File: src/rtl/imem_loader.sv
// rtl/imem_loader.sv - key-driven program loader for the instruction memory write port
module imem_loader #(
    parameter int ADDR_W = 10,
    parameter int DATA_W = 16
) (
    input  logic              clk_i,
    input  logic              rst_i,
    input  logic              start_i,
    input  logic              wr_key_i,
    input  logic              done_key_i,
    input  logic [DATA_W-1:0] sw_data_i,
    output logic              mem_wren_o,
    output logic [ADDR_W-1:0] mem_addr_o,
    output logic [DATA_W-1:0] mem_data_o,
    output logic              cpu_run_o,
    output logic              busy_o,
    output logic              full_o,
    output logic [ADDR_W:0]   word_count_o,
    output logic [DATA_W-1:0] checksum_o
);

    typedef enum logic [1:0] {
        IDLE  = 2'd0,
        LOAD  = 2'd1,
        WRITE = 2'd2,
        RUN   = 2'd3
    } state_t;

    // One word past the last address: the count value that means "memory full".
    localparam logic [ADDR_W:0] DEPTH = {1'b1, {ADDR_W{1'b0}}};

    state_t            state_q;
    logic              start_prev_q;
    logic              wr_prev_q;
    logic              done_prev_q;
    logic              done_pend_q;
    logic              mem_wren_q;
    logic [ADDR_W-1:0] mem_addr_q;
    logic [DATA_W-1:0] mem_data_q;
    logic              cpu_run_q;
    logic [ADDR_W:0]   word_count_q;
    logic [DATA_W-1:0] checksum_q;

    logic              start_edge;
    logic              wr_edge;
    logic              done_edge;
    logic              full;
    logic [ADDR_W-1:0] mem_addr_d;
    logic [ADDR_W:0]   word_count_d;
    logic [DATA_W-1:0] checksum_d;

    assign start_edge = start_i    & ~start_prev_q;
    assign wr_edge    = wr_key_i   & ~wr_prev_q;
    assign done_edge  = done_key_i & ~done_prev_q;

    assign full = (word_count_q == DEPTH);

    // Values the write bookkeeping takes at the end of a WRITE cycle; the
    // address wraps naturally at its own width.
    always_comb begin
        mem_addr_d   = mem_addr_q + {{(ADDR_W-1){1'b0}}, 1'b1};
        word_count_d = word_count_q + {{ADDR_W{1'b0}}, 1'b1};
        checksum_d   = checksum_q + mem_data_q;
    end

    // Previous key levels; reset high so a key held through reset is not an edge.
    always_ff @(posedge clk_i or posedge rst_i) begin
        if (rst_i) begin
            start_prev_q <= 1'b1;
            wr_prev_q    <= 1'b1;
            done_prev_q  <= 1'b1;
        end else begin
            start_prev_q <= start_i;
            wr_prev_q    <= wr_key_i;
            done_prev_q  <= done_key_i;
        end
    end

    // Load session state machine with registered memory-port and status outputs.
    always_ff @(posedge clk_i or posedge rst_i) begin
        if (rst_i) begin
            state_q      <= IDLE;
            done_pend_q  <= 1'b0;
            mem_wren_q   <= 1'b0;
            mem_addr_q   <= '0;
            mem_data_q   <= '0;
            cpu_run_q    <= 1'b0;
            word_count_q <= '0;
            checksum_q   <= '0;
        end else begin
            case (state_q)
                IDLE: begin
                    if (start_edge) begin
                        state_q      <= LOAD;
                        mem_addr_q   <= '0;
                        word_count_q <= '0;
                        checksum_q   <= '0;
                        done_pend_q  <= 1'b0;
                    end
                end

                LOAD: begin
                    if (start_edge) begin
                        // Restart wins over any same-cycle write or done request.
                        mem_addr_q   <= '0;
                        word_count_q <= '0;
                        checksum_q   <= '0;
                        done_pend_q  <= 1'b0;
                    end else if (wr_edge) begin
                        if (!full) begin
                            mem_data_q  <= sw_data_i;
                            mem_wren_q  <= 1'b1;
                            done_pend_q <= done_edge;
                            state_q     <= WRITE;
                        end
                    end else if (done_edge) begin
                        cpu_run_q <= 1'b1;
                        state_q   <= RUN;
                    end
                end

                WRITE: begin
                    // Single-cycle strobe; bookkeeping commits as it ends.
                    mem_wren_q   <= 1'b0;
                    mem_addr_q   <= mem_addr_d;
                    word_count_q <= word_count_d;
                    checksum_q   <= checksum_d;
                    done_pend_q  <= 1'b0;
                    if (done_pend_q || done_edge) begin
                        cpu_run_q <= 1'b1;
                        state_q   <= RUN;
                    end else begin
                        state_q <= LOAD;
                    end
                end

                RUN: begin
                    if (start_edge) begin
                        cpu_run_q    <= 1'b0;
                        state_q      <= LOAD;
                        mem_addr_q   <= '0;
                        word_count_q <= '0;
                        checksum_q   <= '0;
                        done_pend_q  <= 1'b0;
                    end
                end

                default: begin
                    state_q    <= IDLE;
                    mem_wren_q <= 1'b0;
                    cpu_run_q  <= 1'b0;
                end
            endcase
        end
    end

    assign mem_wren_o   = mem_wren_q;
    assign mem_addr_o   = mem_addr_q;
    assign mem_data_o   = mem_data_q;
    assign cpu_run_o    = cpu_run_q;
    assign busy_o       = (state_q == LOAD) || (state_q == WRITE);
    assign full_o       = full;
    assign word_count_o = word_count_q;
    assign checksum_o   = checksum_q;

endmodule

File: config.mk
export PLATFORM = sky130hd
export DESIGN_NAME = imem_loader
export DESIGN_NICKNAME = d
export VERILOG_FILES = /design/src/rtl/imem_loader.sv
export SDC_FILE = /design/constraint.sdc
export NUM_CORES = 1
export LEC_CHECK = 0
export ABC_AREA = 1
export BUFFER_PORTS_ARGS = -buffer_cell sky130_fd_sc_hd__clkbuf_2
export CELL_PAD_IN_SITES_DETAIL_PLACEMENT = 1
export CELL_PAD_IN_SITES_GLOBAL_PLACEMENT = 1
export CORE_MARGIN = 5
export CORE_UTILIZATION = 30
export CTS_CLUSTER_DIAMETER = 80
export CTS_CLUSTER_SIZE = 28
export DETAILED_ROUTE_END_ITERATION = 12
export PLACE_DENSITY_LB_ADDON = 0.1
export SLEW_MARGIN = 0
export SYNTH_ARGS = -nofsm -noshare
export SYNTH_HDL_FRONTEND = slang
export SYNTH_SLANG_ARGS = --single-unit
File: constraint.sdc
create_clock -name clk_i -period 1.8 [get_ports clk_i]
set_input_delay 0.36 -clock clk_i [delete_from_list [all_inputs] [get_ports clk_i]]
set_output_delay 0.36 -clock clk_i [all_outputs]
set_load 0.03 [all_outputs]
* Yosys cells after proc, flatten, opt, wreduce, memory -nomap -nowiden
Cells that the tools add are included.
Word-level totals: register bits after elaboration 61, bits of input ports 21, output and inout port bits 57, word-level logic and storage cells 78
Cells by class: $add $sub $neg 3, equal/unequal tests 17, multiplexer cells 27, bitwise logic cells 8, reductions and logical operators 12
Operators with widths (count):
- $pmux 16 s2 | 1
- $pmux 11 s2 | 1
- $pmux 10 s2 | 1
- $add 16x16->16 | 1
- $mux 16 | 1
- $ne 2x2->1 const B | 7
- $mux 2 | 6
- $ne 3x3->1 const B | 4
- $reduce_and 4->1 | 3
- $add 11x1->11 const B | 1
- $eq 11x11->1 const B | 1
- $mux 1 | 11
- $mux 11 | 1
- $add 10x1->10 const B | 1
- $mux 10 | 1
- $pmux 1 s3 | 2
- $pmux 2 s3 | 1
- $reduce_and 6->1 | 1
- $not 1->1 | 5
- $eq 2x2->1 const B | 2
- $ne 2x1->1 const B | 2
- $and 1x1->1 | 3
- $reduce_and 3->1 | 1
- $reduce_bool 3->1 | 1
- other kinds (7) | 8

* Longest topological paths before layout
word-level depth 6, gate-level depth with buffers 11, depth with buffers taken out 11

* Worst setup path before layout
No wires, ideal clock.
kind register -> register, from register checksum_q[0], in the netlist checksum_o[0], to register checksum_q[12], in the netlist checksum_o[12], setup time 118 ps, arrival 1701 ps, data required time 1682 ps, path slack -19 ps, cell stages (with the launch flop) 12, buffers on the path 0, clock period less this slack 1819 ps, path through dfrtp_1 -> ha_1 -> inv_1 -> fa_1 -> inv_1 -> nand3_1 -> nand3_1 -> nand3_1 -> nand3_1 -> nand2_1 -> nand3_1 -> nand2_1
Between the ends: word-level cells in the longest chain between the ends 2
RTL lines:
- start: declaration | RTL line 42 | logic [DATA_W-1:0] checksum_q;
- start signal: assignment | RTL line 127 | checksum_q <= checksum_d;
- $add 16x16->16 | RTL line 63 | checksum_d = checksum_q + mem_data_q;
- $pmux 16 s2 | RTL line 91 | case (state_q)
Every way passes these cells. A chain may end at the register's enable or synchronous reset.

* Final worst setup path
from register word_count_q[2], in the netlist word_count_o[2], to output full_o
Between the ends: word-level cells in the longest chain between the ends 1
RTL lines:
- start: declaration | RTL line 41 | logic [ADDR_W:0] word_count_q;
- start signal: assignment | RTL line 126 | word_count_q <= word_count_d;
- $eq 11x11->1 | RTL line 56 | assign full = (word_count_q == DEPTH);
- end: declaration | RTL line 17 | output logic full_o,
Every way passes these cells.

==> flow_summary.json <==
{
  "cts-htree-levels": 3,
  "wl_per_cell_um": 14.9,
  "wl_um": 12000,
  "post_synthesis_sequential_element_count": 61,
  "finalHoldViolCount": 0,
  "clk_latency_ps": 340,
  "globalRoute.totalOverflow": 0,
  "antenna_viol_nets_final": 0,
  "layout_worst_path_cycle_share_pct": 104,
  "core_area_mm2": 0.0125,
  "clock-root-buffer": "clkbuf_16",
  "design_power_total_mw": 9.32,
  "mostFrequentLayoutCells": "153 x nand2_1, 88 x inv_1, 75 x clkbuf_2",
  "setup_tns_final_ps": -66.6,
  "unrepaired_setup_endpoints_after_global_routing": "true",
  "post-dp-hpwl_um": 8870,
  "worst_r2r_path_depth": 11,
  "cts_made_buffers": 9,
  "antenna_cells_inserted": 0,
  "synth_sequential_area_ratio_pct": 40.2,
  "worst_pin_slew_ps": 416,
  "ys.warnings.count": 0,
  "worst-setup-path-type": "flip-flop to primary output",
  "cp-end-kind": "primary output",
  "drive_gt1_share_pct": 30.5,
  "die_height_um": 123,
  "ys_types": 39,
  "cts_tree": "done",
  "finalNetCount": 669,
  "post_synthesis_compound_gate_area_fraction_pct": 11.4,
  "clk_pin_slew_worst_paths_ps": 60,
  "timing.hold.worst.class": "primary input to asynchronous set/reset pin",
  "worst_slack_ps": -66.6,
  "power.density_cell_area_mw_per_mm2": 1810,
  "holdBufCountCts": 0,
  "track_usage_pct": 16.7,
  "regToRegEndpoint": "checksum_o[12]",
  "design.die.area_mm2": 0.0150,
  "post_synth_inst_count": 511,
  "grt_pass1_vias": 3910,
  "global_route_wire_length_before_repair_um": 19500,
  "clkSinkCount": 61,
  "status": "finished with violations",
  "leakage_power_of_the_design_nw": 2.85,
  "post_synth_mux_area_share_pct": 0.263,
  "setup.reg_to_reg.worst_slack_ps": 130,
  "timing.final.setup_violations": 1,
  "gp_congestion": 0.785,
  "finalMaxSlewViolations": 0,
  "dominant_combinational_cell_family_by_area_after_synthesis": "simple AND/OR/NAND/NOR gates",
  "die_width_um": 123,
  "dr.pass1.iters": 4,
  "dpl-instance-area_mm2": 0.00452,
  "num_rows": 41,
  "avg_cell_area_syn_um2": 7.45,
  "pin_count_of_the_biggest_net_entering_global_routing": 33,
  "cp-start-kind": "flip-flop",
  "violations": "negative setup slack",
  "synth_xor_area_share_pct": 1.15,
  "cap_viol_max_count": 0,
  "via_per_inst": 4.51,
  "timing.max_slew.rel_slack_pct": 72.2,
  "max_clock_freq_ghz": 0.536,
  "synth_simple_gate_area_share_pct": 27.5,
  "routed-via-count": 3614,
  "worst_ir_drop_vdd_v": 0.000536,
  "layout_commonest_cell": "nand2_1",
  "numPortBuffers": 77,
  "drt_iter0_drc": 112,
  "worst-endpoint-required_ps": 1440,
  "pre_cts_slack_ps": 35.3,
  "initial_core_util_pct": 30.4,
  "final_design_area_no_fill_mm2": 0.00516,
  "synthAdderAreaFrac_pct": 8.09,
  "area_growth_pct": 35.5,
  "syn-cell-area_mm2": 0.00381,
  "timing.critical_path.arrival_ps": 1510,
  "cts.path.max_buffers": 2,
  "syn_nets": 556,
  "fin_cells": 801,
  "ios": 78,
  "detail_route.drc_violations": 0,
  "place.detailed.instances": 772,
  "cp_max_fo": 2,
  "reg2reg_from": "mem_data_o[0]",
  "finalCriticalPeriod_ps": 1870,
  "finClkSkew_ps": 5.25,
  "antenna_found_initial": 0
}
==> flip-flops by register name, summed over array words and instances, names as in the netlist <==
register      count
checksum_o       16
done_pend_q       1
cpu_run_o         1
mem_addr_o       10
state_q           2
mem_data_o       16
wr_prev_q         1
start_prev_q      1
word_count_o     11
done_prev_q       1
mem_wren_o        1
==> power by group <==
group / leakage, nW / switching [mW] / internal, mW
combinational: 1.92 / 3.28 / 1.95
sequential: 0.788 / 0.493 / 1.84
clock: 0.143 / 0.657 / 1.11
total: 2.85 / 4.43 / 4.89
==> cell usage after synthesis <==
| cell | n | share of area [%] |
|---|---|---|
| o21ai_2 | 14 | 3.2 |
| clkbuf_1 | 1 | 0.099 |
| or2_4 | 1 | 0.23 |
| buf_2 | 4 | 0.53 |
| nand3b_1 | 3 | 0.59 |
| dfrtp_1 | 58 | 38 |
| nor2_4 | 1 | 0.30 |
| or2_2 | 2 | 0.33 |
| nor2_1 | 31 | 3.1 |
| fa_1 | 1 | 0.53 |
| o21ai_0 | 23 | 3.0 |
| a21oi_1 | 19 | 2.5 |
| a22oi_1 | 4 | 0.79 |
| inv_1 | 94 | 9.3 |
| dfstp_2 | 3 | 2.1 |
| nor3_2 | 1 | 0.26 |
| o31ai_1 | 3 | 0.59 |
| ha_1 | 23 | 7.6 |
| nor3_1 | 7 | 0.92 |
| a22o_1 | 1 | 0.23 |
| nand3_1 | 28 | 3.7 |
| o22ai_1 | 4 | 0.66 |
| mux2i_1 | 1 | 0.26 |
| a2bb2oi_1 | 1 | 0.23 |
| buf_6 | 1 | 0.30 |
| nand3_4 | 1 | 0.46 |
| inv_2 | 1 | 0.099 |
| nand4_1 | 6 | 0.99 |
| buf_8 | 1 | 0.39 |
| buf_1 | 1 | 0.099 |
| nand2_2 | 1 | 0.16 |
| xnor2_1 | 1 | 0.23 |
| nand2_1 | 158 | 16 |
| and3_1 | 1 | 0.16 |
| xor2_1 | 4 | 0.92 |
| buf_12 | 1 | 0.53 |
| nor2_2 | 4 | 0.66 |
| o21bai_1 | 1 | 0.20 |
| and2_1 | 1 | 0.16 |
==> stage by stage <==
stage	util, %	hold slack (ps)
final	41.2	8.72
after global routing	41.2	27.6
after CTS	38.9	9.97
after detailed placement	36.1	377
after global placement	36.1	371
after floorplan	-	364
==> final cells by class <==
class / count / area [µm²]
sequential: 61 / 1540
tap: 172 / 215
fill: 1598 / 7360
multi-input combinational: 347 / 2060
timing repair buffer: 110 / 696
clock inverter: 4 / 47.5
inverter: 95 / 360
clock buffer: 12 / 246
==> worst max-delay path by stage <==
stage	slack, ps	end	startpoint
CTS	-130	full_o	word_count_o[3]
global placement	60	checksum_o[12]	mem_data_o[0]
detailed placement	40	checksum_o[12]	mem_data_o[0]
global route	-130	full_o	word_count_o[7]
floorplan	60	checksum_o[12]	mem_data_o[1]
finish	-70	full_o	word_count_o[2]
==> worst max-delay path: stages, from the launching register on <==
cell and delay, ps:
dfrtp_2 420, nor2_4 110, nand4_1 170, or2_4 280, inv_2 60, buf_8 110
==> cell families (layout without fill, tap and decap cells) <==
group	after synthesis	after routing
DFF	61	61
buffers and inverters	104	221
muxes	1	1
and+or+nand+nor	246	247
xor gates and xnor gates	5	5
AOI/OAI and AO/OA	70	70
adders and majority gates	24	24
==> what timing repair did <==
| item | in CTS | in global routing |
|---|---|---|
| setup endpoints to repair | 2 | 29 |
| pin swaps | 3 | 7 |
| gates cloned | 0 | 1 |
| endpoints found under the hold margin | 0 | 0 |
| resized for setup | 9 | 38 |
| buffers inserted | 3 | 9 |
==> per-layer routing <==
| layer | wire [µm] | track usage, % | up-vias |
|---|---|---|---|
| met1 | 5540 | 20.9 | 1727 |
| met4 | 120 | 4.20 | 0 |
| li1 | - | - | 1831 |
| met5 | 0 | 0 | - |
| met2 | 5840 | 27.9 | 46 |
| met3 | 450 | 5.30 | 10 |
No activity file was read; power rests on OpenSTA's default activity.
